**src/rtl/vend_state_ctrl_if.sv**
```systemverilog
// vend_state_ctrl_if: bundle between the touch front end and the vending FSM.
// master = touch front end (keys, credit), slave = vend_state_ctrl.
interface vend_state_ctrl_if;
  logic        select_flag;
  logic        sure_flag;
  logic        cancel_flag;
  logic        charge_flag;
  logic        coin_sig;
  logic        coin_ov_flag;
  logic        nonenough_flag;
  logic [3:0]  product_number;
  logic [10:0] coin_val_sum;
  logic        selected_sta_flag;
  logic        coin_sta_flag;
  logic        pay_sta_flag;
  logic        coin_fn_flag;
  logic        pay_st_flag;
  logic        charge_st_flag;
  logic        coin_ov_err;
  logic        pay_fail;
  logic        timeout_pulse;
  logic        dispense_busy;
  logic [3:0]  dispense_product;
  logic [10:0] charge_val;
  logic [2:0]  state;

  modport master (
    output select_flag, sure_flag, cancel_flag,
    output charge_flag, coin_sig,
    output coin_ov_flag, nonenough_flag,
    output product_number, coin_val_sum,
    input  selected_sta_flag, coin_sta_flag,
    input  pay_sta_flag, coin_fn_flag,
    input  pay_st_flag, charge_st_flag,
    input  coin_ov_err, pay_fail, timeout_pulse,
    input  dispense_busy, dispense_product,
    input  charge_val, state
  );

  modport slave (
    input  select_flag, sure_flag, cancel_flag,
    input  charge_flag, coin_sig,
    input  coin_ov_flag, nonenough_flag,
    input  product_number, coin_val_sum,
    output selected_sta_flag, coin_sta_flag,
    output pay_sta_flag, coin_fn_flag,
    output pay_st_flag, charge_st_flag,
    output coin_ov_err, pay_fail, timeout_pulse,
    output dispense_busy, dispense_product,
    output charge_val, state
  );
endinterface

```
**src/rtl/vend_state_ctrl.sv**
```systemverilog
// vend_state_ctrl: Moore FSM sequencing coin entry, payment, dispense, refund.
// Ports: clk, rst (sync, active-high), bus (vend_state_ctrl_if.slave).
// Optional: define VEND_TIMEOUT_EN for the SELECT inactivity timeout.
module vend_state_ctrl #(
  parameter int unsigned DISP_CYCLES    = 8,
  parameter int unsigned TIMEOUT_CYCLES = 50000000
) (
  input  logic             clk,
  input  logic             rst,
  vend_state_ctrl_if.slave bus
);

  typedef enum logic [2:0] {
    IDLE     = 3'd0,
    SELECT   = 3'd1,
    COIN_CHK = 3'd2,
    COIN_ACK = 3'd3,
    PAY_CHK  = 3'd4,
    PAY_EXE  = 3'd5,
    DISPENSE = 3'd6,
    CHARGE   = 3'd7
  } state_t;

  state_t      state_q, state_d;
  state_t      ret_q, ret_d;
  logic [7:0]  disp_q, disp_d;
  logic [3:0]  prod_q, prod_d;
  logic [10:0] chg_q, chg_d;
  logic        ov_q, ov_d;
  logic        fail_q, fail_d;
  logic        to_q, to_d;
  logic        to_hit;

`ifdef VEND_TIMEOUT_EN
  logic [31:0] to_cnt_q;
  logic        act;

  assign act = bus.select_flag | bus.sure_flag |
               bus.cancel_flag | bus.coin_sig;
  assign to_hit = (state_q == SELECT) && !act &&
                  (to_cnt_q == 32'(TIMEOUT_CYCLES - 1));

  // Counts idle SELECT cycles; any key touch restarts it.
  always_ff @(posedge clk) begin
    if (rst || state_q != SELECT || act || to_hit)
      to_cnt_q <= '0;
    else
      to_cnt_q <= to_cnt_q + 32'd1;
  end
`else
  assign to_hit = 1'b0;
`endif

  always_comb begin
    state_d = state_q;
    ret_d   = ret_q;
    disp_d  = disp_q;
    prod_d  = prod_q;
    chg_d   = chg_q;
    ov_d    = 1'b0;
    fail_d  = 1'b0;
    to_d    = 1'b0;
    unique case (state_q)
      IDLE: begin
        if (bus.charge_flag &&
            bus.coin_val_sum != 11'd0) begin
          state_d = CHARGE;
          chg_d   = bus.coin_val_sum;
        end else if (bus.coin_sig) begin
          state_d = COIN_CHK;
          ret_d   = IDLE;
        end else if (bus.select_flag) begin
          state_d = SELECT;
        end
      end
      SELECT: begin
        if (bus.cancel_flag) begin
          state_d = IDLE;
        end else if (bus.sure_flag &&
                     bus.product_number != 4'd0) begin
          state_d = PAY_CHK;
        end else if (bus.coin_sig) begin
          state_d = COIN_CHK;
          ret_d   = SELECT;
        end else if (to_hit) begin
          state_d = IDLE;
          to_d    = 1'b1;
        end
      end
      COIN_CHK: begin
        if (bus.coin_ov_flag) begin
          state_d = ret_q;
          ov_d    = 1'b1;
        end else begin
          state_d = COIN_ACK;
        end
      end
      COIN_ACK: state_d = ret_q;
      PAY_CHK: begin
        if (bus.nonenough_flag) begin
          state_d = SELECT;
          fail_d  = 1'b1;
        end else begin
          state_d = PAY_EXE;
          prod_d  = bus.product_number;
        end
      end
      PAY_EXE: begin
        state_d = DISPENSE;
        disp_d  = 8'(DISP_CYCLES - 1);
      end
      DISPENSE: begin
        if (disp_q == 8'd0)
          state_d = IDLE;
        else
          disp_d = disp_q - 8'd1;
      end
      CHARGE:  state_d = IDLE;
      default: state_d = IDLE;
    endcase
  end

  always_ff @(posedge clk) begin
    if (rst) begin
      state_q <= IDLE;
      ret_q   <= IDLE;
      disp_q  <= '0;
      prod_q  <= '0;
      chg_q   <= '0;
      ov_q    <= 1'b0;
      fail_q  <= 1'b0;
      to_q    <= 1'b0;
    end else begin
      state_q <= state_d;
      ret_q   <= ret_d;
      disp_q  <= disp_d;
      prod_q  <= prod_d;
      chg_q   <= chg_d;
      ov_q    <= ov_d;
      fail_q  <= fail_d;
      to_q    <= to_d;
    end
  end

  assign bus.state             = state_q;
  assign bus.selected_sta_flag = (state_q == SELECT);
  assign bus.coin_sta_flag     = (state_q == COIN_CHK) ||
                                 (state_q == COIN_ACK);
  assign bus.pay_sta_flag      = (state_q == PAY_CHK) ||
                                 (state_q == PAY_EXE);
  assign bus.coin_fn_flag      = (state_q == COIN_ACK);
  assign bus.pay_st_flag       = (state_q == PAY_EXE);
  assign bus.charge_st_flag    = (state_q == CHARGE);
  assign bus.dispense_busy     = (state_q == DISPENSE);
  assign bus.dispense_product  = prod_q;
  assign bus.charge_val        = chg_q;
  assign bus.coin_ov_err       = ov_q;
  assign bus.pay_fail          = fail_q;
  assign bus.timeout_pulse     = to_q;

endmodule

```
**src/flat_wrapper.sv**
```systemverilog
// flat-port wrapper written by rule: the top's interface ports become plain ports
module vend_state_ctrl_flat 
#(
  parameter int unsigned DISP_CYCLES    = 8,
  parameter int unsigned TIMEOUT_CYCLES = 50000000
)
  (clk, rst, bus_select_flag, bus_sure_flag, bus_cancel_flag, bus_charge_flag, bus_coin_sig, bus_coin_ov_flag, bus_nonenough_flag, bus_product_number, bus_coin_val_sum, bus_selected_sta_flag, bus_coin_sta_flag, bus_pay_sta_flag, bus_coin_fn_flag, bus_pay_st_flag, bus_charge_st_flag, bus_coin_ov_err, bus_pay_fail, bus_timeout_pulse, bus_dispense_busy, bus_dispense_product, bus_charge_val, bus_state);
  vend_state_ctrl_if bus_i ();
  input  logic clk;
  input  logic rst;
  input wire logic [$bits(bus_i.select_flag)-1:0] bus_select_flag;
  input wire logic [$bits(bus_i.sure_flag)-1:0] bus_sure_flag;
  input wire logic [$bits(bus_i.cancel_flag)-1:0] bus_cancel_flag;
  input wire logic [$bits(bus_i.charge_flag)-1:0] bus_charge_flag;
  input wire logic [$bits(bus_i.coin_sig)-1:0] bus_coin_sig;
  input wire logic [$bits(bus_i.coin_ov_flag)-1:0] bus_coin_ov_flag;
  input wire logic [$bits(bus_i.nonenough_flag)-1:0] bus_nonenough_flag;
  input wire logic [$bits(bus_i.product_number)-1:0] bus_product_number;
  input wire logic [$bits(bus_i.coin_val_sum)-1:0] bus_coin_val_sum;
  output wire logic [$bits(bus_i.selected_sta_flag)-1:0] bus_selected_sta_flag;
  output wire logic [$bits(bus_i.coin_sta_flag)-1:0] bus_coin_sta_flag;
  output wire logic [$bits(bus_i.pay_sta_flag)-1:0] bus_pay_sta_flag;
  output wire logic [$bits(bus_i.coin_fn_flag)-1:0] bus_coin_fn_flag;
  output wire logic [$bits(bus_i.pay_st_flag)-1:0] bus_pay_st_flag;
  output wire logic [$bits(bus_i.charge_st_flag)-1:0] bus_charge_st_flag;
  output wire logic [$bits(bus_i.coin_ov_err)-1:0] bus_coin_ov_err;
  output wire logic [$bits(bus_i.pay_fail)-1:0] bus_pay_fail;
  output wire logic [$bits(bus_i.timeout_pulse)-1:0] bus_timeout_pulse;
  output wire logic [$bits(bus_i.dispense_busy)-1:0] bus_dispense_busy;
  output wire logic [$bits(bus_i.dispense_product)-1:0] bus_dispense_product;
  output wire logic [$bits(bus_i.charge_val)-1:0] bus_charge_val;
  output wire logic [$bits(bus_i.state)-1:0] bus_state;
  assign bus_i.select_flag = bus_select_flag;
  assign bus_i.sure_flag = bus_sure_flag;
  assign bus_i.cancel_flag = bus_cancel_flag;
  assign bus_i.charge_flag = bus_charge_flag;
  assign bus_i.coin_sig = bus_coin_sig;
  assign bus_i.coin_ov_flag = bus_coin_ov_flag;
  assign bus_i.nonenough_flag = bus_nonenough_flag;
  assign bus_i.product_number = bus_product_number;
  assign bus_i.coin_val_sum = bus_coin_val_sum;
  assign bus_selected_sta_flag = bus_i.selected_sta_flag;
  assign bus_coin_sta_flag = bus_i.coin_sta_flag;
  assign bus_pay_sta_flag = bus_i.pay_sta_flag;
  assign bus_coin_fn_flag = bus_i.coin_fn_flag;
  assign bus_pay_st_flag = bus_i.pay_st_flag;
  assign bus_charge_st_flag = bus_i.charge_st_flag;
  assign bus_coin_ov_err = bus_i.coin_ov_err;
  assign bus_pay_fail = bus_i.pay_fail;
  assign bus_timeout_pulse = bus_i.timeout_pulse;
  assign bus_dispense_busy = bus_i.dispense_busy;
  assign bus_dispense_product = bus_i.dispense_product;
  assign bus_charge_val = bus_i.charge_val;
  assign bus_state = bus_i.state;
  vend_state_ctrl #(.DISP_CYCLES(DISP_CYCLES), .TIMEOUT_CYCLES(TIMEOUT_CYCLES)) u_core (.clk(clk), .rst(rst), .bus(bus_i));
endmodule
```
**config.mk**
```make
export PLATFORM = sky130hd
export DESIGN_NAME = vend_state_ctrl_flat
export DESIGN_NICKNAME = d
export VERILOG_FILES = /design/src/rtl/vend_state_ctrl_if.sv /design/src/rtl/vend_state_ctrl.sv /design/src/flat_wrapper.sv
export SDC_FILE = /design/constraint.sdc
export NUM_CORES = 1
export LEC_CHECK = 0
export CORE_MARGIN = 2
export CORE_UTILIZATION = 40
export DETAILED_ROUTE_END_ITERATION = 8
export PLACE_DENSITY = 0.85
export RECOVER_POWER = 100
export SETUP_SLACK_MARGIN = 0.5
export SLEW_MARGIN = 20
export SYNTH_ARGS = -nofsm -noshare
export SYNTH_HDL_FRONTEND = slang
export SYNTH_SLANG_ARGS = --single-unit
```
**constraint.sdc**
```tcl
create_clock -name clk -period 1.5 [get_ports clk]
set_input_delay 0.15 -clock clk [delete_from_list [all_inputs] [get_ports clk]]
set_output_delay 0.15 -clock clk [all_outputs]
set_load 0.005 [all_outputs]
```
==> reports/metrics.cfg, run 1 <==
[outcome]
status=complete, but fails checks
violations=setup timing

[place]
dpl_cell_area_um2=2200
portBuffers=50
place_hpwl_um=2700
place.gp.congestion=0.837

[yosys]
synth-main-ff-cell=dfxtp_1
synth_fp_nets=190
syn_avg_cell_area_um2=8.72
ys_ff_latch=29
yosysSeqAreaShare_pct=40.6
synth_edf_count=0
async_flop_share_pct=0
synth_area_um2=1430
postSynthCellCount=164
ys_warn_count=0
synth.distinct_cells=40

[cts]
numCtsBuffers=5
htreeDepth=2
clock_sinks=29
clockRootBuffer=clkbuf_4
clk_pin_slew_worst_paths_ns=0.10
cts_buffer_depth=2
tritoncts=built
hold_buffers=0
insertion_delay_ns=0.34

[min_path]
hp-start=bus_coin_val_sum[3]
hold_path_class=input port to register

[grt]
grt_max_degree=17
grt_pass1_vias=1802
overflow=0
grt_pass1_wl_um=8420
grt.total_usage_pct=27.0
antenna_found_initial=0

[worst_setup_path]
cp_top_family=compound AO/OA/AOI/OAI gates
setup.worst_path.start=u_core.disp_q[1]
crit_required_ns=1.73
crit_arrival_ns=2.02
reg2reg_from=u_core.disp_q[1]
cp_max_fo=3
cp-end-kind=register
slowest_stage=dfxtp_2
crit_type=register to register
crit_chain=inv_2, ha_4, nor4b_4, a21boi_2, a211oi_2, a21oi_2, a211oi_2
worst-path-buf-inv=1
cp_common_cell=a211oi_2
max_stage_delay_ns=0.34
startpoint_type=register

[final_layout]
regArea_um2=611
fill_cells=198
final_layout_size_suffix_gt1_share_pct=60.0
n_antenna_cell=0
most-common-layout-cells=buf_6 (41), buf_4 (34), nor2_1 (25), buf_2 (17)
layout_commonest_cell=buf_6
fin_util_pct=83.8
area_delta_synth_final_pct=98.5
fin_area_um2=2840
multi_input_area_um2=1020
nets=306

[timing]
final-max-slew-violation-count=0
hold_violations=0
finClkSkew_ns=0.00804
fin_ws_ns=-0.289
fin_crit_sh_pct=119
clock.fmax_mhz=559
rsz0062_at_grt=true
setup_viol=21
fin_crit_ns=1.79

[die]
dieArea_um2=4070
die_h_um=63.8
core_area_um2=3390
io_pins=52
die_w_um=63.8
start_util_pct=42.2
rows=21

[route]
drc=0
routedWlPerCell_um=19.6
drtIter0Drc=108
drt_wl_total_um=6390
drtPass1Iterations=4
num_vias=1832
via_per_inst=5.62
ant_nets=0

[power]
peakVddDrop_mv=0.796
clock_power_share_pct=12.6
pwr_density_cell_nw_per_um2=1580
seqPwrFrac_pct=24.0
p_sw_mw=1.70
switching_share_pct=37.9
p_leak_nw=1.26
p_int_mw=2.79
power_frac_comb_pct=63.4

[run]
drv_cap=0

[cell families after synthesis]
| logic type | Yosys count | synth area share, % |
|---|---|---|
| DFF | 29 | 40.6 |
| buffers and inverters | 16 | 4.99 |
| AOI/OAI and AO/OA | 26 | 11.5 |
| adders and majority gates | 2 | 1.75 |
| xor gates and xnor gates | 5 | 3.06 |
| muxes | 17 | 12.0 |
| and+or+nand+nor | 68 | 25.8 |
| other | 1 | 0.262 |
[per-layer routing]
layer	vias up	track usage (%)	routed length (um)
met5	-	0	0
met4	0	17.4	468
met3	42	5.63	456
met2	102	48.8	3240
met1	883	27.9	2230
li1	805	-	-
[worst min-delay path: stages]
cell	delay [ns]
dlymetal6s2s_1	0.14
mux2i_1	0.09
nor2_1	0.09
[path summary, 6_finish.rpt]
path                            slack [ns]  depth (start not counted)                        endpoint
worst max register to register       -0.29                          7             u_core.bus.state[0]
worst min register to register        0.49                          2  u_core.bus.dispense_product[2]
worst max-delay path                 -0.29                          7             u_core.bus.state[0]
worst min-delay path                  0.18                          3        u_core.bus.charge_val[3]
[cell usage after synthesis, types with 2 or more instances]
cell | number | area [um^2]
and3_1 | 5 | 31.3
dfxtp_1 | 29 | 581
inv_1 | 7 | 26.3
xor2_1 | 5 | 43.8
buf_4 | 2 | 15.0
buf_2 | 3 | 15.0
and2_1 | 3 | 18.8
nand4b_1 | 2 | 17.5
o21ai_1 | 2 | 10.0
a21oi_1 | 7 | 35.0
nor2b_1 | 2 | 12.5
o21ai_0 | 4 | 20.0
nor4_1 | 2 | 12.5
a211oi_1 | 4 | 30.0
nand2_1 | 7 | 26.3
clkbuf_1 | 3 | 11.3
mux2i_1 | 16 | 160
nand2b_1 | 3 | 18.8
ha_1 | 2 | 25.0
nor3_1 | 5 | 25.0
o211ai_1 | 3 | 22.5
nor2_1 | 30 | 113
[power by group through the flow]
stage	Sequential [mW]	Clock, mW	Combinational (mW)
after floorplan	1.05	0	0.864
after detailed placement	1.10	0	1.39
after global placement	1.10	0	1.36
final	1.08	0.566	2.85
after global routing	1.08	0.605	2.96
after CTS	1.05	0.554	2.30
[state kept, by name, summed over array words and instances, names as in the netlist]
| register | count |
|---|---|
| u_core.bus.charge_val | 11 |
| u_core.disp_q | 8 |
| u_core.bus.dispense_product | 4 |
| u_core.bus.state | 3 |
| u_core.bus.coin_ov_err | 1 |
| u_core.bus.pay_fail | 1 |
| u_core.ret_q | 1 |
[area by class of cell]
class	instances	area share, %
timing repair buffer	118	37.2
multi-input combinational	119	35.8
sequential	29	21.5
clock buffer	6	2.20
tap	46	2.03
inverter	7	1.10
clock inverter	1	0.176
[stage by stage]
stage,cells,TNS (ns),setup WS [ns],hold WS (ns),total power [mW]
final,326,-1.79,-0.289,0.180,4.49
after global routing,326,-3.32,-0.389,0.160,4.64
after CTS,318,-0.285,-0.117,0.209,3.91
after detailed placement,275,-4.36,-0.334,0.449,2.50
after global placement,275,-3.97,-0.304,0.447,2.46
after floorplan,164,0,0.0788,0.296,1.92
[timing repair]
item,in CTS,in global routing
resized for setup,192,26
endpoints found under the hold margin,0,0
endpoints found under the setup margin,54,41
cloned,1,0
setup buffers,35,8
pin swaps,23,21
Power figures use the tool's default switching activity.
==> run 2: changes to the inputs <==
--- a/config.mk
+++ b/config.mk
@@ -5,6 +5,7 @@
 export SDC_FILE = /design/constraint.sdc
 export NUM_CORES = 1
 export LEC_CHECK = 0
+export CORE_ASPECT_RATIO = 1.1
 export CORE_MARGIN = 2
 export CORE_UTILIZATION = 40
 export DETAILED_ROUTE_END_ITERATION = 8
==> run 2 against run 1 <==
  * The run still ends with setup timing left
  * Cell count fell by 5.5%
  * Final area fell by 8.2%
  * Clock power rose by 7.1%
  * Non-clock buffer count fell by 21
  * Utilization fell by 6.7 points
  * Highest routed layer unchanged
==> reports/metrics.cfg, run 2 (synthesized netlist as in run 1, its figures left out) <==
[worst_setup_path]
cp_top_family=simple AND/OR/NAND/NOR gates
max_stage_delay_ns=0.55  ; +0.21 ns
crit_arrival_ns=1.85  ; -0.17 ns
startpoint_type=register
crit_chain=buf_4, or4_4, nor2_2, a211oi_2, a21oi_2, a211oi_2
slowest_stage=or4_4
crit_required_ns=1.69  ; -0.04 ns
cp_common_cell=a211oi_2
crit_type=register to register
worst-path-buf-inv=1  ; unchanged
cp_max_fo=4  ; +1
cp-end-kind=register

[outcome]
violations=setup timing
status=complete, but fails checks

[die]
rows=22  ; +4.8%
core_area_um2=3390  ; -0.11%
start_util_pct=42.2  ; +0.047 points
die_h_um=66.7  ; +4.6%
dieArea_um2=4070  ; about the same
io_pins=52  ; unchanged
die_w_um=61.0  ; -4.4%

[timing]
worst_pin_slew_ns=0.554
clock.fmax_mhz=602  ; +7.8%
setup_viol=14  ; -33%
rsz0062_at_grt=true
fin_ws_ns=-0.161  ; +0.129 ns
hold_violations=0  ; unchanged
finClkSkew_ns=0.0106  ; +0.00252 ns
slew_headroom_pct=62.9
fin_crit_sh_pct=111  ; -8.6 points
final-max-slew-violation-count=0  ; unchanged
fin_crit_ns=1.66  ; -0.129 ns
setup-tns-final_ns=-0.646  ; +1.15 ns

[route]
drc=0  ; unchanged
drtIter0Drc=73  ; -32%
drt_wl_total_um=4770  ; -25%
num_vias=1578  ; -14%
routedWlPerCell_um=15.5  ; -21%
ant_nets=0  ; unchanged
drtPass1Iterations=4  ; unchanged
via_per_inst=5.12  ; -8.8%

[cts]
cts_buffer_depth=2  ; unchanged
hold_buffers=0  ; unchanged
clk_pin_slew_worst_paths_ns=0.09  ; about the same
clockRootBuffer=clkbuf_4
clock_sinks=29  ; unchanged
htreeDepth=2  ; unchanged
tritoncts=built
insertion_delay_ns=0.34  ; about the same
numCtsBuffers=5  ; unchanged

[final_layout]
fill_cells=244  ; +23%
most-common-layout-cells=buf_4 (30), nor2_1 (25), buf_6 (21), clkdlybuf4s50_1 (20), buf_2 (19)
area_delta_synth_final_pct=82.3
multi_input_area_um2=1000  ; -1.4%
nets=285  ; -6.9%
regArea_um2=614  ; +0.61%
largest_reg_flops=11  ; unchanged
final_layout_size_suffix_gt1_share_pct=54.6  ; -5.4 points
n_antenna_cell=0  ; unchanged
layout_commonest_cell=buf_4

[power]
peakVddDrop_mv=0.711  ; -11%
pwr_density_cell_nw_per_um2=1490  ; -6.0%
p_leak_nw=1.12  ; -11%
p_total_mw=3.88  ; -14%

[place]
portBuffers=50  ; unchanged
place_hpwl_um=2730  ; +1.3%
place.gp.congestion=0.868  ; +3.8%

[grt]
overflow=0  ; unchanged
antenna_found_initial=0  ; unchanged
grt.total_usage_pct=24.7  ; -2.3 points
grt_pass1_wl_um=7330  ; -13%
grt_max_degree=13  ; -4
grt_pass1_vias=1583  ; -12%

[min_path]
hold_path_class=input port to register

[run]
drv_cap=0  ; unchanged

==> run 2: per-layer routing <==
metal	global-route usage (%)	wire length (um)	vias to the layer above
met2	43.8	2550	52
met1	27.1	1910	757
met4	9.24	87	0
li1	-	-	761
met3	6.99	227	8
met5	0	0	-
==> run 2: path summary, 6_finish.rpt <==
kind | slack (ns) | end | startpoint | depth (start not counted)
setup / recovery | -0.16 | u_core.bus.state[0] | u_core.bus.state[1] | 6
hold / removal | 0.22 | u_core.bus.dispense_product[1] | bus_product_number[1] | 3
setup reg to reg | -0.16 | u_core.bus.state[0] | u_core.bus.state[1] | 6
hold reg to reg | 0.49 | u_core.bus.dispense_product[1] | u_core.bus.dispense_product[1] | 2
==> run 2: power by group <==
part | leakage, nW | internal (mW) | switching (mW) | total, mW
logic | 0.828 | 1.20 | 0.991 | 2.19
registers | 0.246 | 0.938 | 0.138 | 1.08
clock network | 0.0437 | 0.331 | 0.275 | 0.606
total | 1.12 | 2.47 | 1.40 | 3.88
==> run 2: final cells by class <==
class                   instances  share of cell area, %
multi-input cells             119                   38.4
repair buffers                 97                   31.5
inverters                       7                   1.10
flip-flops and latches         29                   23.6
well taps                      48                   2.30
clock buffers                   8                   3.07
==> run 2: per-stage QoR <==
| step | utilization [%] | setup slack, ns | hold WS, ns | std cells | area, um^2 |
|---|---|---|---|---|---|
| after global placement | 64.9 | -0.315 | 0.449 | 276 | 2200 |
| after detailed placement | 64.9 | -0.423 | 0.449 | 276 | 2200 |
| after global routing | 77.0 | -0.202 | 0.218 | 308 | 2610 |
| after floorplan | - | 0.0788 | 0.296 | 164 | 1530 |
| after CTS | 73.9 | -0.0574 | 0.213 | 302 | 2500 |
| final | 77.0 | -0.161 | 0.216 | 308 | 2610 |
==> run 2: worst register-to-register path, delay by kind of cell (launching register included) <==
family          cells  cell delay (ns)
flops               1             0.37
compound gates      3             0.33
simple gates        2             0.67
buf+inv             1             0.15
==> run 2: what timing repair did <==
action,in CTS,in global routing
endpoints found under the setup margin,56,41
endpoints found under the hold margin,0,0
buffers inserted,17,6
pin swaps,17,21
gates cloned,1,0
resized for setup,161,27
==> run 3: changes to the inputs <==
--- a/config.mk
+++ b/config.mk
@@ -9,9 +9,10 @@
 export CORE_MARGIN = 2
 export CORE_UTILIZATION = 40
 export DETAILED_ROUTE_END_ITERATION = 8
-export PLACE_DENSITY = 0.85
+export GPL_ROUTABILITY_DRIVEN = 0
+export PLACE_DENSITY = 0.87
 export RECOVER_POWER = 100
-export SETUP_SLACK_MARGIN = 0.5
+export SETUP_SLACK_MARGIN = 0.15
 export SLEW_MARGIN = 20
 export SYNTH_ARGS = -nofsm -noshare
 export SYNTH_HDL_FRONTEND = slang
==> run 3 against run 2 <==
  * Final area rose by 4.6%
  * Combinational power up 9%
  * Global-route usage is 1.1 points higher
  * The run still ends with setup timing left
  * Utilization increased by 3.5 points
  * Largest cell class unchanged
==> reports/metrics.cfg, run 3 (synthesized netlist as in run 1, its figures left out) <==
[cts]
clockRootBuffer=clkbuf_4
insertion_delay_ns=0.33  ; about the same
clk_pin_slew_worst_paths_ns=0.09  ; about the same
cts_buffer_depth=2  ; unchanged
hold_buffers=0  ; unchanged
clock_sinks=29  ; unchanged
htreeDepth=2  ; unchanged
tritoncts=built
numCtsBuffers=5  ; unchanged

[place]
place_hpwl_um=2790  ; +2.1%
dp.cells=279  ; +1.1%
portBuffers=50  ; unchanged

[outcome]
violations=setup timing
status=complete, but fails checks

[route]
via_per_inst=5.32  ; +3.8%
drc=0  ; unchanged
num_vias=1665  ; +5.5%
drtIter0Drc=68  ; -6.8%
routedWlPerCell_um=17.1  ; +10%
drt_wl_total_um=5350  ; +12%
drtPass1Iterations=4  ; unchanged
ant_nets=0  ; unchanged

[min_path]
hold_path_class=input port to register

[power]
p_leak_nw=1.14  ; +2.3%
switching_share_pct=35.4  ; -0.89 points
p_total_mw=4.13  ; +6.5%
p_int_mw=2.67  ; +8.0%
seqPwrFrac_pct=26.0  ; -1.8 points
clock_power_share_pct=16.4  ; +0.8 points
peakVddDrop_mv=0.767  ; +7.9%
pwr_density_cell_nw_per_um2=1510  ; +1.9%
p_sw_mw=1.46  ; +3.9%
power_frac_comb_pct=57.6  ; +1.0 points

[worst_setup_path]
crit_type=register to register
cp-end-kind=register
crit_chain=buf_6, or4_4, nor3_4, a211oi_2, a21oi_2, a211oi_2
cp_common_cell=a211oi_2
cp_max_fo=5  ; +1
crit_arrival_ns=1.88  ; +0.03 ns
startpoint_type=register
slowest_stage=or4_4
worst-path-buf-inv=1  ; unchanged
max_stage_delay_ns=0.58  ; +0.03 ns
crit_required_ns=1.70  ; about the same
cp_top_family=simple AND/OR/NAND/NOR gates

[timing]
finClkSkew_ns=0.0183  ; +0.00778 ns
fin_crit_ns=1.68  ; +0.0221 ns
rsz0062_at_grt=true
final-max-slew-violation-count=0  ; unchanged
fin_hold_ws_ns=0.136  ; -0.0807 ns
fin_crit_sh_pct=112  ; +1.5 points
hold_violations=0  ; unchanged
setup_viol=7  ; -7
clock.fmax_mhz=594  ; -1.3%
fin_ws_ns=-0.183  ; -0.0221 ns

[die]
start_util_pct=42.2  ; unchanged
io_pins=52  ; unchanged
die_h_um=66.7  ; unchanged
rows=22  ; unchanged
dieArea_um2=4070  ; unchanged
core_area_um2=3390  ; unchanged
die_w_um=61.0  ; unchanged

[run]
drv_cap=0  ; unchanged

[grt]
grt.total_usage_pct=25.8  ; +1.1 points
antenna_found_initial=0  ; unchanged
grt_pass1_vias=1659  ; +4.8%
grt_pass1_wl_um=7610  ; +3.8%
overflow=0  ; unchanged
grt_max_degree=19  ; +6

[final_layout]
layout_commonest_cell=buf_4
nets=290  ; +1.8%
final_layout_size_suffix_gt1_share_pct=46.8  ; -7.8 points
most-common-layout-cells=buf_4 (33), nor2_1 (26), clkdlybuf4s50_1 (24), buf_6 (20), dfxtp_1 (17)
n_antenna_cell=0  ; unchanged
largest_reg_flops=11  ; unchanged
final_cells=313  ; +1.6%
area_delta_synth_final_pct=90.6

run 3: worst paths after layout:
| kind | end | slack [ns] | from | cells past startpoint |
|---|---|---|---|---|
| worst max-delay path | u_core.bus.state[0] | -0.18 | u_core.bus.state[1] | 6 |
| worst min-delay path | u_core.bus.charge_val[10] | 0.14 | bus_coin_val_sum[10] | 3 |
| worst max register to register | u_core.bus.state[0] | -0.18 | u_core.bus.state[1] | 6 |
| worst min register to register | u_core.ret_q[0] | 0.49 | u_core.ret_q[0] | 2 |
run 3: worst min-delay path: stages:
cell,delay [ns]
dlymetal6s2s_1,0.12
mux2i_1,0.08
nor2_1,0.07
run 3: timing repair:
item	4_1_cts	5_1_grt
gates cloned	0	0
setup buffers	17	9
setup endpoints to repair	37	47
resized for setup	70	54
pin swaps	20	19
run 3: cell type report:
type / count / area [um^2]
inverters: 7 / 26.3
clock buffers: 7 / 55.1
well taps: 48 / 60.1
fillers: 205 / 659
multi-input cells: 119 / 997
flip-flops and latches: 29 / 603
clock inverters: 1 / 30.0
repair buffers: 102 / 955
run 3: through the flow:
stage | TNS (ns) | area (um^2) | setup WS (ns) | util [%]
after global routing | -1.50 | 2730 | -0.212 | 80.5
final | -0.623 | 2730 | -0.183 | 80.5
after detailed placement | -4.71 | 2220 | -0.365 | 65.4
after floorplan | 0 | 1500 | 0.0539 | -
after global placement | -4.23 | 2220 | -0.317 | 65.4
after CTS | -0.128 | 2540 | -0.0461 | 75.2
run 3: layer usage:
metal / GRT usage [%] / share of wire, % / vias to the layer above
met5: 0 / 0 / -
met4: 12.0 / 2.2 / 0
met3: 5.63 / 7.3 / 15
met2: 47.4 / 54 / 91
met1: 27.0 / 37 / 784
li1: - / - / 775
run 3: power by group through the flow:
stage / logic (mW) / registers (mW) / clock network, mW
after global routing: 2.51 / 1.09 / 0.711
after detailed placement: 1.52 / 1.06 / 0
final: 2.38 / 1.07 / 0.679
after CTS: 1.94 / 1.05 / 0.679
after global placement: 1.48 / 1.05 / 0
after floorplan: 0.822 / 1.04 / 0
